==> src/rtl/instruction_fetch.sv <==
// Instruction fetch stage: keeps the next fetch address, issues single
// outstanding reads to instruction memory, and presents the fetched
// instruction with its PC to decode. A redirect that arrives while a read
// is in flight marks that read stale; its data is dropped and the fetch is
// replayed from the redirected address.
module instruction_fetch #(
    parameter int               XLEN         = 32,
    parameter logic [XLEN-1:0]  RESET_VECTOR = '0,
    parameter logic [31:0]      NOP_INST     = 32'h0000_0013
) (
    input  logic            clk,
    input  logic            rst,
    input  logic            phase_fetch,
    input  logic            redirect_en,
    input  logic [XLEN-1:0] redirect_pc,
    output logic            imem_req,
    output logic [XLEN-1:0] imem_addr,
    input  logic            imem_ack,
    input  logic [31:0]     imem_rdata,
    output logic [31:0]     inst,
    output logic [XLEN-1:0] curr_pc_fd,
    output logic [XLEN-1:0] next_pc_fd,
    output logic            stall_fetch
);

    typedef enum logic [1:0] {
        S_IDLE,
        S_WAIT,
        S_REFETCH
    } state_t;

    localparam logic [XLEN-1:0] PC_STEP    = XLEN'(4);
    localparam logic [XLEN-1:0] ALIGN_MASK = ~XLEN'(3);

    state_t          state_q, state_d;
    logic            flush_q, flush_d;
    logic [XLEN-1:0] pc_q, pc_d;
    logic [31:0]     inst_q, inst_d;
    logic [XLEN-1:0] curr_pc_q, curr_pc_d;
    logic [XLEN-1:0] next_pc_q, next_pc_d;
    logic            imem_req_q, imem_req_d;
    logic [XLEN-1:0] imem_addr_q, imem_addr_d;

    logic [XLEN-1:0] pc_plus4;
    logic [XLEN-1:0] redirect_aligned;

    // Sequential addition wraps naturally; redirect targets are word aligned.
    assign pc_plus4         = pc_q + PC_STEP;
    assign redirect_aligned = redirect_pc & ALIGN_MASK;

    // Next-state and datapath updates for the fetch controller.
    always_comb begin
        state_d     = state_q;
        flush_d     = flush_q;
        pc_d        = pc_q;
        inst_d      = inst_q;
        curr_pc_d   = curr_pc_q;
        next_pc_d   = next_pc_q;
        imem_req_d  = imem_req_q;
        imem_addr_d = imem_addr_q;

        case (state_q)
            S_IDLE: begin
                if (redirect_en) begin
                    pc_d = redirect_aligned;
                end else if (phase_fetch) begin
                    state_d     = S_WAIT;
                    imem_req_d  = 1'b1;
                    imem_addr_d = pc_q;
                end
            end
            S_WAIT: begin
                if (imem_ack) begin
                    imem_req_d = 1'b0;
                    if (flush_q) begin
                        flush_d = 1'b0;
                        state_d = S_REFETCH;
                    end else begin
                        inst_d    = imem_rdata;
                        curr_pc_d = pc_q;
                        next_pc_d = pc_plus4;
                        pc_d      = pc_plus4;
                        state_d   = S_IDLE;
                    end
                    if (redirect_en) begin
                        pc_d = redirect_aligned;
                    end
                end else if (redirect_en) begin
                    pc_d    = redirect_aligned;
                    flush_d = 1'b1;
                end
            end
            S_REFETCH: begin
                state_d    = S_WAIT;
                imem_req_d = 1'b1;
                if (redirect_en) begin
                    pc_d        = redirect_aligned;
                    imem_addr_d = redirect_aligned;
                end else begin
                    imem_addr_d = pc_q;
                end
            end
            default: begin
                state_d = S_IDLE;
            end
        endcase
    end

    // State and output registers with asynchronous reset.
    always_ff @(posedge clk or posedge rst) begin
        if (rst) begin
            state_q     <= S_IDLE;
            flush_q     <= 1'b0;
            pc_q        <= RESET_VECTOR;
            inst_q      <= NOP_INST;
            curr_pc_q   <= RESET_VECTOR;
            next_pc_q   <= RESET_VECTOR;
            imem_req_q  <= 1'b0;
            imem_addr_q <= RESET_VECTOR;
        end else begin
            state_q     <= state_d;
            flush_q     <= flush_d;
            pc_q        <= pc_d;
            inst_q      <= inst_d;
            curr_pc_q   <= curr_pc_d;
            next_pc_q   <= next_pc_d;
            imem_req_q  <= imem_req_d;
            imem_addr_q <= imem_addr_d;
        end
    end

    assign imem_req    = imem_req_q;
    assign imem_addr   = imem_addr_q;
    assign inst        = inst_q;
    assign curr_pc_fd  = curr_pc_q;
    assign next_pc_fd  = next_pc_q;
    assign stall_fetch = (state_q == S_WAIT) || (state_q == S_REFETCH);

endmodule
==> config.mk <==
export PLATFORM = sky130hd
export DESIGN_NAME = instruction_fetch
export DESIGN_NICKNAME = d
export VERILOG_FILES = /design/src/rtl/instruction_fetch.sv
export SDC_FILE = /design/constraint.sdc
export NUM_CORES = 1
export LEC_CHECK = 0
export CAP_MARGIN = 20
export CORE_MARGIN = 1
export CORE_UTILIZATION = 40
export DETAILED_ROUTE_END_ITERATION = 10
export PLACE_DENSITY = 0.78
export SLEW_MARGIN = 15
export SYNTH_ARGS = -nofsm -noshare
export SYNTH_HDL_FRONTEND = slang
export SYNTH_SLANG_ARGS = --single-unit
==> constraint.sdc <==
create_clock -name clk -period 6.1 [get_ports clk]
set_clock_uncertainty 0.2 [all_clocks]
set_input_delay 0.915 -clock clk [delete_from_list [all_inputs] [get_ports clk]]
set_output_delay 0.915 -clock clk [all_outputs]
set_load 0.005 [all_outputs]
=== After elaboration in Yosys (flattened, before gate mapping) ===
Cells that the tools add are included.

* Input bits: 69
* Bits in read-only memories: 0
* Register bits: 164
* Bits in latches: 0
* Memories kept: 0
* Output and inout bits: 130
* Memory bits (writable): 0

* Mux-type cells: 19
* Shift operators: 0
* Div/mod/pow operators: 0
* Multipliers: 0
* Eq/ne operators: 6
* $lt $le $gt $ge: 0
* Bitwise logic cells: 1
* Reductions and logical operators: 13
* $add $sub $neg: 1

{| class="wikitable"
|+ Operators by type and width
! cell !! number
|-
| 2-to-1 mux 32 bit || 6
|-
| case mux 32 bit (2 select lines) || 2
|-
| adder 32 x 3 -> 32 bit, second input constant || 1
|-
| AND reduction 3 bit || 3
|-
| 2-to-1 mux 2 bit || 4
|-
| inequality test 2 bit, second input constant || 3
|-
| case mux 2 bit (3 select lines) || 1
|-
| nonzero test 2 bit || 3
|-
| 2-to-1 mux 1 bit || 5
|-
| inequality test 4 bit, second input constant || 1
|-
| AND reduction 2 bit || 2
|-
| AND reduction 4 bit || 1
|-
| case mux 1 bit (3 select lines) || 1
|-
| nonzero test 3 bit || 1
|-
| equality test 2 x 1 -> 1 bit, second input constant || 1
|-
| equality test 2 bit, second input constant || 1
|-
| zero test 2 bit || 1
|-
| OR reduction 2 bit || 1
|-
| logical OR 1 bit || 1
|-
| inverter 1 bit || 1
|}

=== Logic depth before layout (Yosys ltp) ===
Gate-level depths: netlist (run 1).

* Depth after elaboration: 5
* Gate-level depth with buffers: 9
* Mapped depth without buffers: 7

=== Least setup slack after synthesis (run 1) ===
Ideal clock, no wire load.

* Path kind: input to register
* Start point: input redirect_en
* End point: register pc_q[20]
* Stages: 5
* Data arrival time: 2001 ps
* Path slack: 3770 ps
* Path through: nor4b_4 > nand3_1 > clkbuf_1 > o32ai_1 > a21oi_1

* Word-level cells in the longest chain between the ends: 3
* Elaborated cells between the ends (all ways): 6
* Classes of those cells: eq/ne (1); mux (4); reduce/logical (1)

{| class="wikitable"
|+ Ends and longest elaborated chain
! item !! RTL line !! source
|-
| from (decl) || 14 || <nowiki>input logic redirect_en,</nowiki>
|-
| 2-to-1 mux 32 bit (on tied branches) || n/a ||
|-
| 2-to-1 mux 32 bit || 73 || <nowiki>if (imem_ack) begin</nowiki>
|-
| case mux 32 bit (2 select lines) || 62 || <nowiki>case (state_q)</nowiki>
|-
| to (signal assigned) || 123 || <nowiki>pc_q <= pc_d;</nowiki>
|-
| to (decl) || 37 || <nowiki>logic [XLEN-1:0] pc_q, pc_d;</nowiki>
|}

Several ways; a longest one is shown, not always the timed one.
A chain may end at the register's enable or synchronous reset.

=== Worst setup path after layout (run 1) ===
* Start point: input redirect_en
* End point: register pc_q[29]

Same word-level chain as after synthesis.

==> Implementation_results.wiki, run 1 <==
{| class="wikitable"
! Metric !! Value
|-
| Run status || complete, no violations
|-
| Metal1 wirelength || 8540 um
|-
| Fraction of the yosys area taken by sequential cells || 53.7%
|-
| Area overhead of the layout relative to synthesis || 35.8%
|-
| Wire length of the first global-routing pass || approximately 32000 um
|-
| Share of final-layout standard cells stronger than drive strength 1 || roughly 14%
|-
| Clock-pin slew of the registers on the worst-case setup and hold paths || about 60 ps
|-
| Ports placed on the boundary || 199
|-
| Launching point of the worst reg2reg path || state_q[0]
|-
| Die area || 19500 um2
|-
| Worst setup SP type || input pin
|-
| Share of the synthesized area in the top cell type || 52.6%
|-
| Pin count of the biggest net entering global routing || 94
|-
| Sequential Power Share || 39.0%
|-
| Wire length on met2 || 9740 um
|-
| Worst EP required || 6200 ps
|-
| Register-to-register path setup slack || between 3000 and 4000 ps
|-
| Initial antenna violation count || 0
|-
| Diodes inserted || 0
|-
| Total CTS buffers || 17
|-
| CP arrival || 3550 ps
|-
| Clock power frac || a little over a fifth
|-
| Start point of the worst hold path || curr_pc_fd[24]
|-
| Depth of the CTS H-tree || 4
|-
| Number of buffers on the longest clock path || 2
|-
| Leading area contributor after synthesis || dfrtp_1
|-
| Total setup violations reported at the end of the flow || 0
|-
| Initial core utilization || around two fifths
|-
| Fraction of power spent switching nets || ~32%
|-
| Height of the die || between 100 and 150 um
|-
| Switching power of the nets || 1630 uW
|-
| Internal || between 3000 and 4000 uW
|-
| Sum of negative setup slack || 0 ps
|-
| Worst setup EP type || register
|-
| GRT overflow || 0
|-
| Overall die width || ~140 um
|-
| Number of synthesized flops with an enable pin || 0
|-
| Final hold viol count || 0
|-
| Post-Syn Nets || between 700 and 800
|-
| Power per cell area || 490 nW/um2
|-
| CTS tree || built
|-
| Post-Layout Cell Count || roughly 1.1k
|-
| Drt via density || around 5.4
|-
| Total instance count after detailed placement || 1069
|-
| Synthesis warning total || 0
|-
| Hold Crit Depth || 2
|-
| Minimum clock period || about 3400 ps
|-
| Post-CTS setup repair buffer count || 0
|-
| Worst Hold Class || reg -> reg
|-
| Number of buffers inserted by port buffering || approximately 200
|-
| Final Cycle Share || 56.5%
|-
| Number of vias after detailed routing || between 5k and 6k
|-
| Dominant cells by area after synthesis || dfrtp_1 (53%), mux2_2 (9.2%), o21ai_0 (4.8%)
|-
| Number of cell instances on the worst register-to-register path || 6
|-
| Slew Limit Headroom || between 30% and 40%
|-
| Number of hold buffers added after CTS || 0
|-
| Number of cells upsized or downsized after cts || 0
|-
| Final HPWL from detailed placement || roughly 14000 um
|-
| DRC violations left || 0
|-
| Number of iterations in the first detailed-routing pass || 5
|-
| Per-cell routed wire length || ~18 um
|-
| Peak ir drop on the vdd network || between 200 and 250 uV
|-
| Highest metal layer with signal wires || met4
|-
| Fmax || 0.290 GHz
|-
| Synthesized area || 7560 um2
|-
| Slew Limit Fails || 0
|-
| Net count reported at finish || approximately 930
|-
| Transition time at the pin with the least slew margin || ~1000 ps
|-
| Distinct cell type count after synthesis || slightly above 60
|-
| Cell at the root of the clock tree || clkbuf_16
|-
| Number of nets with antenna violations after detailed routing || 0
|-
| Insertion delay of the later-clocked pin in the worst-skew pair || about 420 ps
|-
| Met3 layer wire length in the routed design || roughly 1400 um
|-
| Final Routed Wirelength || a little over 20000 um
|-
| Placer Congestion || slightly above 0.8
|-
| Count of fill cells added during filler insertion || about 1.6k
|-
| Worst Path Class, Setup || in -> reg
|-
| Most frequently used flop master after synthesis || dfrtp_1
|-
| Hold EP || curr_pc_fd[24]
|-
| Max-capacitance violation count || 0
|-
| Floorplan core area || 18300 um2
|-
| Leakage dissipation || ~0.0044 uW
|-
| #FFs+latches synth || 162
|-
| Overall track demand over capacity in global routing || between 20% and 30%
|-
| Clock sink count || 162
|-
| Via count of the first global-routing pass || slightly below 6k
|-
| Post-Synthesis Mean Instance Area || ~11 um2
|-
| Largest fanout on the critical path || 23
|-
| RSZ-0062 raised after global routing || no
|-
| Gate power share || slightly below 40%
|-
| Synthesized netlist cell count || approximately 690
|-
| Standard-cell row count || around 50
|-
| Starting DRC count in detailed routing || ~490
|-
| Proportion of synthesized flip-flops having asynchronous set or reset || 100%
|-
| Reg-to-reg critical path endpoint || pc_q[27]
|}
registers in the layout, indices dropped and copies added (netlist names):
signal,count
curr_pc_fd,32
flush_q,1
imem_addr,32
imem_req,1
inst,32
next_pc_fd,30
pc_q,32
state_q,2
metal layers:
layer	vias up	track usage (%)
met5	-	0
met2	247	34.6
met4	0	8.01
met3	35	4.89
met1	2880	28.0
li1	2778	-
worst max-delay path: stages:
cell and delay (ps):
clkdlybuf4s50_1 450, buf_4 280, clkinv_1 580, nor2_1 960, a22oi_1 220, o311ai_1 120
power by group through the flow:
stage	clock (uW)	sequential (uW)	combinational (uW)
2_1_floorplan	0	1860	957
3_3_place_gp	0	1950	1930
3_5_place_dp	0	1980	1980
4_1_cts	1130	1960	1990
5_1_grt	1170	2030	2140
6_report	1110	1960	1960
placed cells by master (no fill, tap or decap), types with 4 or more instances in the layout:
cell type	count
nor3_1	6
nand3_1	20
o22ai_1	4
a21oi_1	25
o211ai_1	4
clkbuf_16	17
dfrtp_1	159
xor2_1	15
a31oi_1	4
nand2_1	92
o311ai_1	7
mux2_2	62
nand4_1	7
and3_1	6
o21ai_0	72
inv_1	10
buf_4	8
o21ai_1	9
mux2i_1	33
clkdlybuf4s50_1	196
xnor2_1	13
nor2_1	18
ha_1	5
clkinvlp_4	4
cells by family (layout without fill, tap and decap cells):
logic type,Yosys count,after routing,share of synthesized area [%]
compound gates,151,151,11.7
xor+xnor,28,28,3.24
fa+ha+maj,5,5,0.827
buf+inv,67,249,3.94
flops,162,162,53.7
mux,96,96,13.7
simple gates,182,182,12.9
worst max-delay path by stage:
stage | start | end | slack (ps) | cells after the start
floorplan | rst | curr_pc_fd[0] | 610 | 1
global placement | redirect_en | pc_q[30] | 2390 | 6
detailed placement | redirect_en | pc_q[29] | 2340 | 6
CTS | redirect_en | pc_q[29] | 2780 | 6
global route | redirect_en | pc_q[30] | 2550 | 6
finish | redirect_en | pc_q[29] | 2650 | 6
synthesized netlist by cell type (11+ instances only):
master / number
clkbuf_1: 33
nand3_1: 20
xnor2_1: 13
nand2_1: 93
mux2_2: 62
mux2i_1: 34
o21ai_0: 72
xor2_1: 15
dfrtp_1: 159
inv_1: 11
a21oi_1: 25
nor2_1: 18
buf_2: 13
final cells by class:
cell class              count  area (um2)  area share, %
clock inverters            12         156           1.52
well taps                 229         287           2.79
flip-flops and latches    162        4060           39.5
multi-input cells         462        3220           31.4
inverters                  12        50.0          0.487
clock buffers              20         457           4.45
repair buffers            205        2040           19.9
stage by stage:
step | hold WS [ps] | instance area (um2) | util (%) | setup slack [ps] | total power (uW)
2_1_floorplan | 272 | 7560 | - | 613 | 2820
3_3_place_gp | 262 | 9640 | 52.8 | 2390 | 3880
3_5_place_dp | 270 | 9640 | 52.8 | 2340 | 3960
4_1_cts | 283 | 10300 | 56.1 | 2780 | 5080
5_1_grt | 302 | 10300 | 56.2 | 2550 | 5340
6_report | 279 | 10300 | 56.2 | 2650 | 5030
(Power assumes the default switching activity.)
==> inputs of run 2 (changes only) <==
PLACE_DENSITY = 0.8   (was 0.78)
clock period = 2.8 ns   (was 6.1 ns; I/O delays follow)
==> Implementation_results.wiki, run 2 (same netlist as run 1, synthesis figures left out) <==
{| class="wikitable"
! Metric !! Value
|-
| Critical path depth || 5 (was 6)
|-
| Post-route total power || 11200 uW (was 5030 uW)
|-
| Number of nets with antenna violations after detailed routing || 0 (unchanged)
|-
| RSZ-0062 raised after global routing || no (unchanged)
|-
| CP arrival || 2480 ps (was 3550 ps)
|-
| Fmax || ~0.42 GHz
|-
| Depth of the CTS H-tree || 4 (unchanged)
|-
| Die area || 19500 um2 (unchanged)
|-
| Power per cell area || 1060 nW/um2 (was 490 nW/um2)
|-
| Ports placed on the boundary || 199 (unchanged)
|-
| Number of iterations in the first detailed-routing pass || 5 (unchanged)
|-
| Final Cycle Share || between 80 and 90%
|-
| Final HPWL from detailed placement || 14500 um (was 13900 um)
|-
| Initial antenna violation count || 0 (unchanged)
|-
| Overall die width || 139 um (unchanged)
|-
| Diodes inserted || 0 (unchanged)
|-
| Leakage dissipation || 0.00460 uW (was 0.00445 uW)
|-
| Clock sink count || 162 (unchanged)
|-
| Height of the die || 139 um (unchanged)
|-
| Insertion delay of the later-clocked pin in the worst-skew pair || 430 ps (was 420 ps)
|-
| Number of buffers inserted by port buffering || 196 (unchanged)
|-
| Placer Congestion || 0.862 (was 0.825)
|-
| WP buf/inv || 0 (was 3)
|-
| Worst setup EP type || register (unchanged)
|-
| Net count reported at finish || 955 (was 934)
|-
| Drt via density || 5.39 (about the same)
|-
| Total setup violations reported at the end of the flow || 0 (unchanged)
|-
| Largest fanout on the critical path || 8 (was 23)
|-
| Number of hold buffers added after CTS || 0 (unchanged)
|-
| Most common cell after layout, fill and taps aside || clkdlybuf4s50_1 (unchanged)
|-
| Top library cells by usage in the layout, fill and taps aside || clkdlybuf4s50_1 (196), dfrtp_1 (159), nand2_1 (92), o21ai_0 (72), mux2_2 (62) (unchanged)
|-
| Total CTS buffers || 17 (unchanged)
|-
| Clock-pin slew of the registers on the worst-case setup and hold paths || 70 ps (was 60 ps)
|-
| Pin count of the biggest net entering global routing || 54 (was 94)
|-
| DRC violations left || 0 (unchanged)
|-
| Initial core utilization || 41.4% (unchanged)
|-
| Slew Limit Fails || 0 (unchanged)
|-
| Share of final-layout standard cells stronger than drive strength 1 || 16.0% (was 14.3%)
|-
| Final core occ || 57.7% (was 56.2%)
|-
| Final hold viol count || 0 (unchanged)
|-
| Worst Hold Class || in -> async (was reg -> reg)
|-
| Slew Limit Headroom || 56.2% (was 30.1%)
|-
| GRT overflow || 0 (unchanged)
|-
| Minimum clock period || between 2000 and 2500 ps
|-
| Number of vias after detailed routing || 6050 (was 5940)
|-
| Wire length of the first global-routing pass || 32200 um (was 32100 um)
|-
| Final Routed Wirelength || 19900 um (was 20100 um)
|-
| Post-CTS setup repair buffer count || 0 (unchanged)
|-
| Top cell family by delay on the critical path || simple AND/OR/NAND/NOR gates (was buffers and inverters)
|-
| Per-cell routed wire length || 17.7 um (was 18.3 um)
|-
| CP Cell Sequence || ha_1 > nand3_4 > nor4_2 > nand4_1 > a311o_1 (was clkdlybuf4s50_1 > buf_4 > clkinv_1 > nor2_1 > a22oi_1 > o311ai_1)
|-
| Starting DRC count in detailed routing || 410 (was 492)
|-
| Number of cell instances on the worst register-to-register path || 5 (was 6)
|-
| Slowest stage cell on the critical path || dfrtp_1 (was nor2_1)
|-
| Cell at the root of the clock tree || clkbuf_16 (unchanged)
|-
| Floorplan core area || 18300 um2 (unchanged)
|-
| Peak ir drop on the vdd network || 524 uV (was 236 uV)
|-
| Standard-cell row count || 49 (unchanged)
|-
| Biggest cell delay along the critical path || 470 ps (was 960 ps)
|-
| Worst setup SP type || register (was input pin)
|-
| Number of buffers on the longest clock path || 2 (unchanged)
|-
| Worst Path Class, Setup || reg -> reg (was in -> reg)
|-
| Sum of negative setup slack || 0 ps (unchanged)
|-
| Transition time at the pin with the least slew margin || 652 ps (was 1050 ps)
|-
| Number of cells upsized or downsized after cts || 0 (unchanged)
|-
| CTS tree || built (unchanged)
|-
| Via count of the first global-routing pass || 6035 (was 5844)
|-
| Area overhead of the layout relative to synthesis || 39.5% (was 35.8%)
|-
| Overall track demand over capacity in global routing || 21.6% (was 21.4%)
|-
| Max-capacitance violation count || 0 (unchanged)
|-
| Run status || complete, no violations (unchanged)
|-
| Worst EP required || 2910 ps (was 6200 ps)
|}
run 2: cell count changes in the layout (fill, tap and decap cells not counted):
cell / previous run / this run
buf_4: 8 / 22
buf_12: 1 / 8
clkbuf_1: 1 / 4
bufinv_16: 3 / 5
clkinvlp_4: 4 / 2
clkinv_4: 2 / 1
inv_6: 2 / 1
clkinv_2: 2 / 1
run 2: metal layers:
layer | part of all wire, % | up-vias | global-route usage (%)
met5 | 0 | - | 0
met4 | 2.4 | 0 | 9.88
met3 | 6.9 | 37 | 4.61
met2 | 47 | 255 | 34.0
met1 | 43 | 2935 | 28.5
li1 | - | 2823 | -
run 2: worst paths after layout:
check                      slack, ps          from             to
min in group clk                 280  imem_addr[6]   imem_addr[6]
max in group asynchronous       1480           rst  imem_addr[27]
max reg2reg                      430       pc_q[3]       pc_q[28]
max                              430       pc_q[3]       pc_q[28]
min reg2reg                      280  imem_addr[6]   imem_addr[6]
min                              200           rst  imem_addr[11]
run 2: power breakdown:
part	internal, uW	switching (uW)	leakage, uW
Clock	1630	936	0.000312
Sequential	3400	836	0.00195
Combinational	2660	1770	0.00234
run 2: metrics by stage:
| stage | hold slack, ps | area [um2] | setup WS (ps) | instances |
|---|---|---|---|---|
| after floorplan | 272 | 7570 | 126 | 691 |
| after global placement | 260 | 9900 | 273 | 1091 |
| after detailed placement | 269 | 9900 | 264 | 1091 |
| after CTS | 200 | 10600 | 442 | 1123 |
| after global routing | 222 | 10600 | 268 | 1123 |
| final | 199 | 10600 | 427 | 1123 |
run 2: layout make-up:
type                    count  area [um2]
clock inverters             9         180
fillers                  1565        7720
repair buffers            226        2290
inverters                  12        48.8
flip-flops and latches    162        4060
multi-input cells         462        3220
clock buffers              23         468
well taps                 229         287
==> inputs of run 3 (changes only) <==
PLACE_DENSITY = 0.78   (was 0.8)
clock period = 2.41 ns   (was 2.8 ns; I/O delays follow)
==> Implementation_results.wiki, run 3 (same netlist as run 1, synthesis figures left out) <==
{| class="wikitable"
! Metric !! Value
|-
| Top library cells by usage in the layout, fill and taps aside || clkdlybuf4s50_1 (196), dfrtp_1 (155), nand2_1 (92), o21ai_0 (72), mux2_2 (62) (was clkdlybuf4s50_1 (196), dfrtp_1 (159), nand2_1 (92), o21ai_0 (72), mux2_2 (62))
|-
| Minimum clock period || 2290 ps
|-
| Diodes inserted || 0 (unchanged)
|-
| Top cell family by delay on the critical path || buffers and inverters (was simple AND/OR/NAND/NOR gates)
|-
| Number of cell instances on the worst register-to-register path || 7 (was 5)
|-
| Net count reported at finish || 979 (was 955)
|-
| Final hold viol count || 0 (unchanged)
|-
| Worst setup slack after placement || -2.11 ps (was 264 ps)
|-
| Placer Congestion || 0.860 (was 0.862)
|-
| Die area || 19500 um2 (unchanged)
|-
| Slew Limit Headroom || 70.9% (was 56.2%)
|-
| Post-route cell area || 10700 um2 (was 10600 um2)
|-
| Largest fanout on the critical path || 4 (was 8)
|-
| Final Cycle Share || between 90% and 100%
|-
| CTS tree || built (unchanged)
|-
| Slowest stage cell on the critical path || clkdlybuf4s50_1 (was dfrtp_1)
|-
| Drt via density || 5.33 (was 5.39)
|-
| Leakage dissipation || 0.00468 uW (was 0.00460 uW)
|-
| GRT overflow || 0 (unchanged)
|-
| Number of hold buffers added after CTS || 0 (unchanged)
|-
| Count of fill cells added during filler insertion || 1518 (was 1565)
|-
| Clock sink count || 162 (unchanged)
|-
| Final worst hold slack || 93.2 ps (was 199 ps)
|-
| Overall track demand over capacity in global routing || 21.7% (was 21.6%)
|-
| Launching point of the worst reg2reg path || pc_q[2] (was pc_q[3])
|-
| Sum of negative setup slack || 0 ps (unchanged)
|-
| Initial core utilization || 41.4% (unchanged)
|-
| Pin count of the biggest net entering global routing || 50 (was 54)
|-
| Area overhead of the layout relative to synthesis || 41.5% (was 39.5%)
|-
| Biggest cell delay along the critical path || 500 ps (was 470 ps)
|-
| CP Cell Sequence || inv_1 > ha_2 > clkdlybuf4s50_1 (was ha_1 > nand3_4 > nor4_2 > nand4_1 > a311o_1)
|-
| Final Routed Wirelength || 20200 um (was 19900 um)
|-
| Number of buffers on the longest clock path || 2 (unchanged)
|-
| Transition time at the pin with the least slew margin || 436 ps (was 652 ps)
|-
| Number of buffers inserted by port buffering || 196 (unchanged)
|-
| Via count of the first global-routing pass || 6020 (was 6035)
|-
| Worst Hold Class || in -> async (unchanged)
|-
| Worst setup EP type || primary output (was register)
|-
| Total setup violations reported at the end of the flow || 0 (unchanged)
|-
| Power per cell area || 1210 nW/um2 (was 1060 nW/um2)
|-
| Overall die width || 139 um (unchanged)
|-
| Cell at the root of the clock tree || clkbuf_16 (unchanged)
|-
| Number of nets with antenna violations after detailed routing || 0 (unchanged)
|-
| Worst Path Class, Setup || reg -> out (was reg -> reg)
|-
| Run status || complete, no violations (unchanged)
|-
| Worst setup SP type || register (unchanged)
|-
| Initial antenna violation count || 0 (unchanged)
|-
| Placed cell area || 10100 um2 (was 9900 um2)
|-
| Number of iterations in the first detailed-routing pass || 5 (unchanged)
|-
| Post-Layout Cell Count || 1147 (was 1123)
|-
| WP buf/inv || 2 (was 0)
|-
| Total CTS buffers || 17 (unchanged)
|-
| Most common cell after layout, fill and taps aside || clkdlybuf4s50_1 (unchanged)
|-
| Final HPWL from detailed placement || 14800 um (was 14500 um)
|-
| Per-cell routed wire length || 17.6 um (was 17.7 um)
|-
| CP arrival || 1730 ps (was 2480 ps)
|-
| Depth of the CTS H-tree || 4 (unchanged)
|-
| Starting DRC count in detailed routing || 447 (was 410)
|-
| Slew Limit Fails || 0 (unchanged)
|-
| Number of vias after detailed routing || 6117 (was 6050)
|-
| Post-CTS setup repair buffer count || 0 (unchanged)
|-
| Total instance count after detailed placement || 1115 (was 1091)
|-
| Floorplan core area || 18300 um2 (unchanged)
|-
| Max-capacitance violation count || 0 (unchanged)
|-
| Insertion delay of the later-clocked pin in the worst-skew pair || 420 ps (was 430 ps)
|-
| RSZ-0062 raised after global routing || no (unchanged)
|-
| Wire length of the first global-routing pass || 32500 um (was 32200 um)
|-
| Peak ir drop on the vdd network || 597 uV (was 524 uV)
|-
| DRC violations left || 0 (unchanged)
|-
| Height of the die || 139 um (unchanged)
|-
| Standard-cell row count || 49 (unchanged)
|-
| Worst EP required || 1850 ps (was 2910 ps)
|-
| Clock-pin slew of the registers on the worst-case setup and hold paths || 60 ps (was 70 ps)
|-
| Reg-to-reg critical path endpoint || pc_q[19] (was pc_q[28])
|-
| Post-route setup slack || 121 ps (was 427 ps)
|-
| Ports placed on the boundary || 199 (unchanged)
|-
| Share of final-layout standard cells stronger than drive strength 1 || 19.1% (was 16.0%)
|-
| Fmax || 0.437 GHz
|-
| Register-to-register path setup slack || 160 ps (was 430 ps)
|}
## run 3: layout make-up
type / count / area (um2) / share of cell area [%]
clock inverters: 7 / 72.6 / 0.678
well taps: 229 / 287 / 2.68
repair buffers: 250 / 2480 / 23.2
flip-flops and latches: 162 / 4060 / 38.0
clock buffers: 25 / 515 / 4.82
inverters: 12 / 48.8 / 0.456
multi-input cells: 462 / 3230 / 30.2
## run 3: power breakdown
part | switching [uW] | total, uW | internal, uW
combinational | 2210 | 5450 | 3240
clock | 1080 | 2660 | 1590
sequential | 855 | 4820 | 3960
## run 3: metal layers
metal	vias to the layer above	part of all wire [%]	routed length [um]	GRT usage [%]
met3	32	6.4	1300	4.71
met1	2990	44	8890	28.5
met2	227	47	9580	35.0
met4	0	2.1	423	8.07
met5	-	0	0	0
li1	2868	-	-	-
## run 3: through the flow
step	power (uW)	utilization, %
floorplan	7140	-
global placement	10200	55.3
detailed placement	10300	55.3
CTS	13000	58.5
global route	13700	58.6
finish	12900	58.6
## run 3: how the worst max path moves through the flow
stage / start / cells after the start / end
final: state_q[1] / 3 / stall_fetch
after global routing: state_q[1] / 8 / pc_q[26]
after CTS: pc_q[5] / 6 / pc_q[19]
after detailed placement: imem_ack / 7 / pc_q[19]
after global placement: redirect_en / 6 / pc_q[27]
after floorplan: rst / 1 / curr_pc_fd[0]
## run 3: repair_timing
item	CTS	global route
setup endpoints to repair	0	2
hold endpoints to repair	0	0
resized for setup	0	7
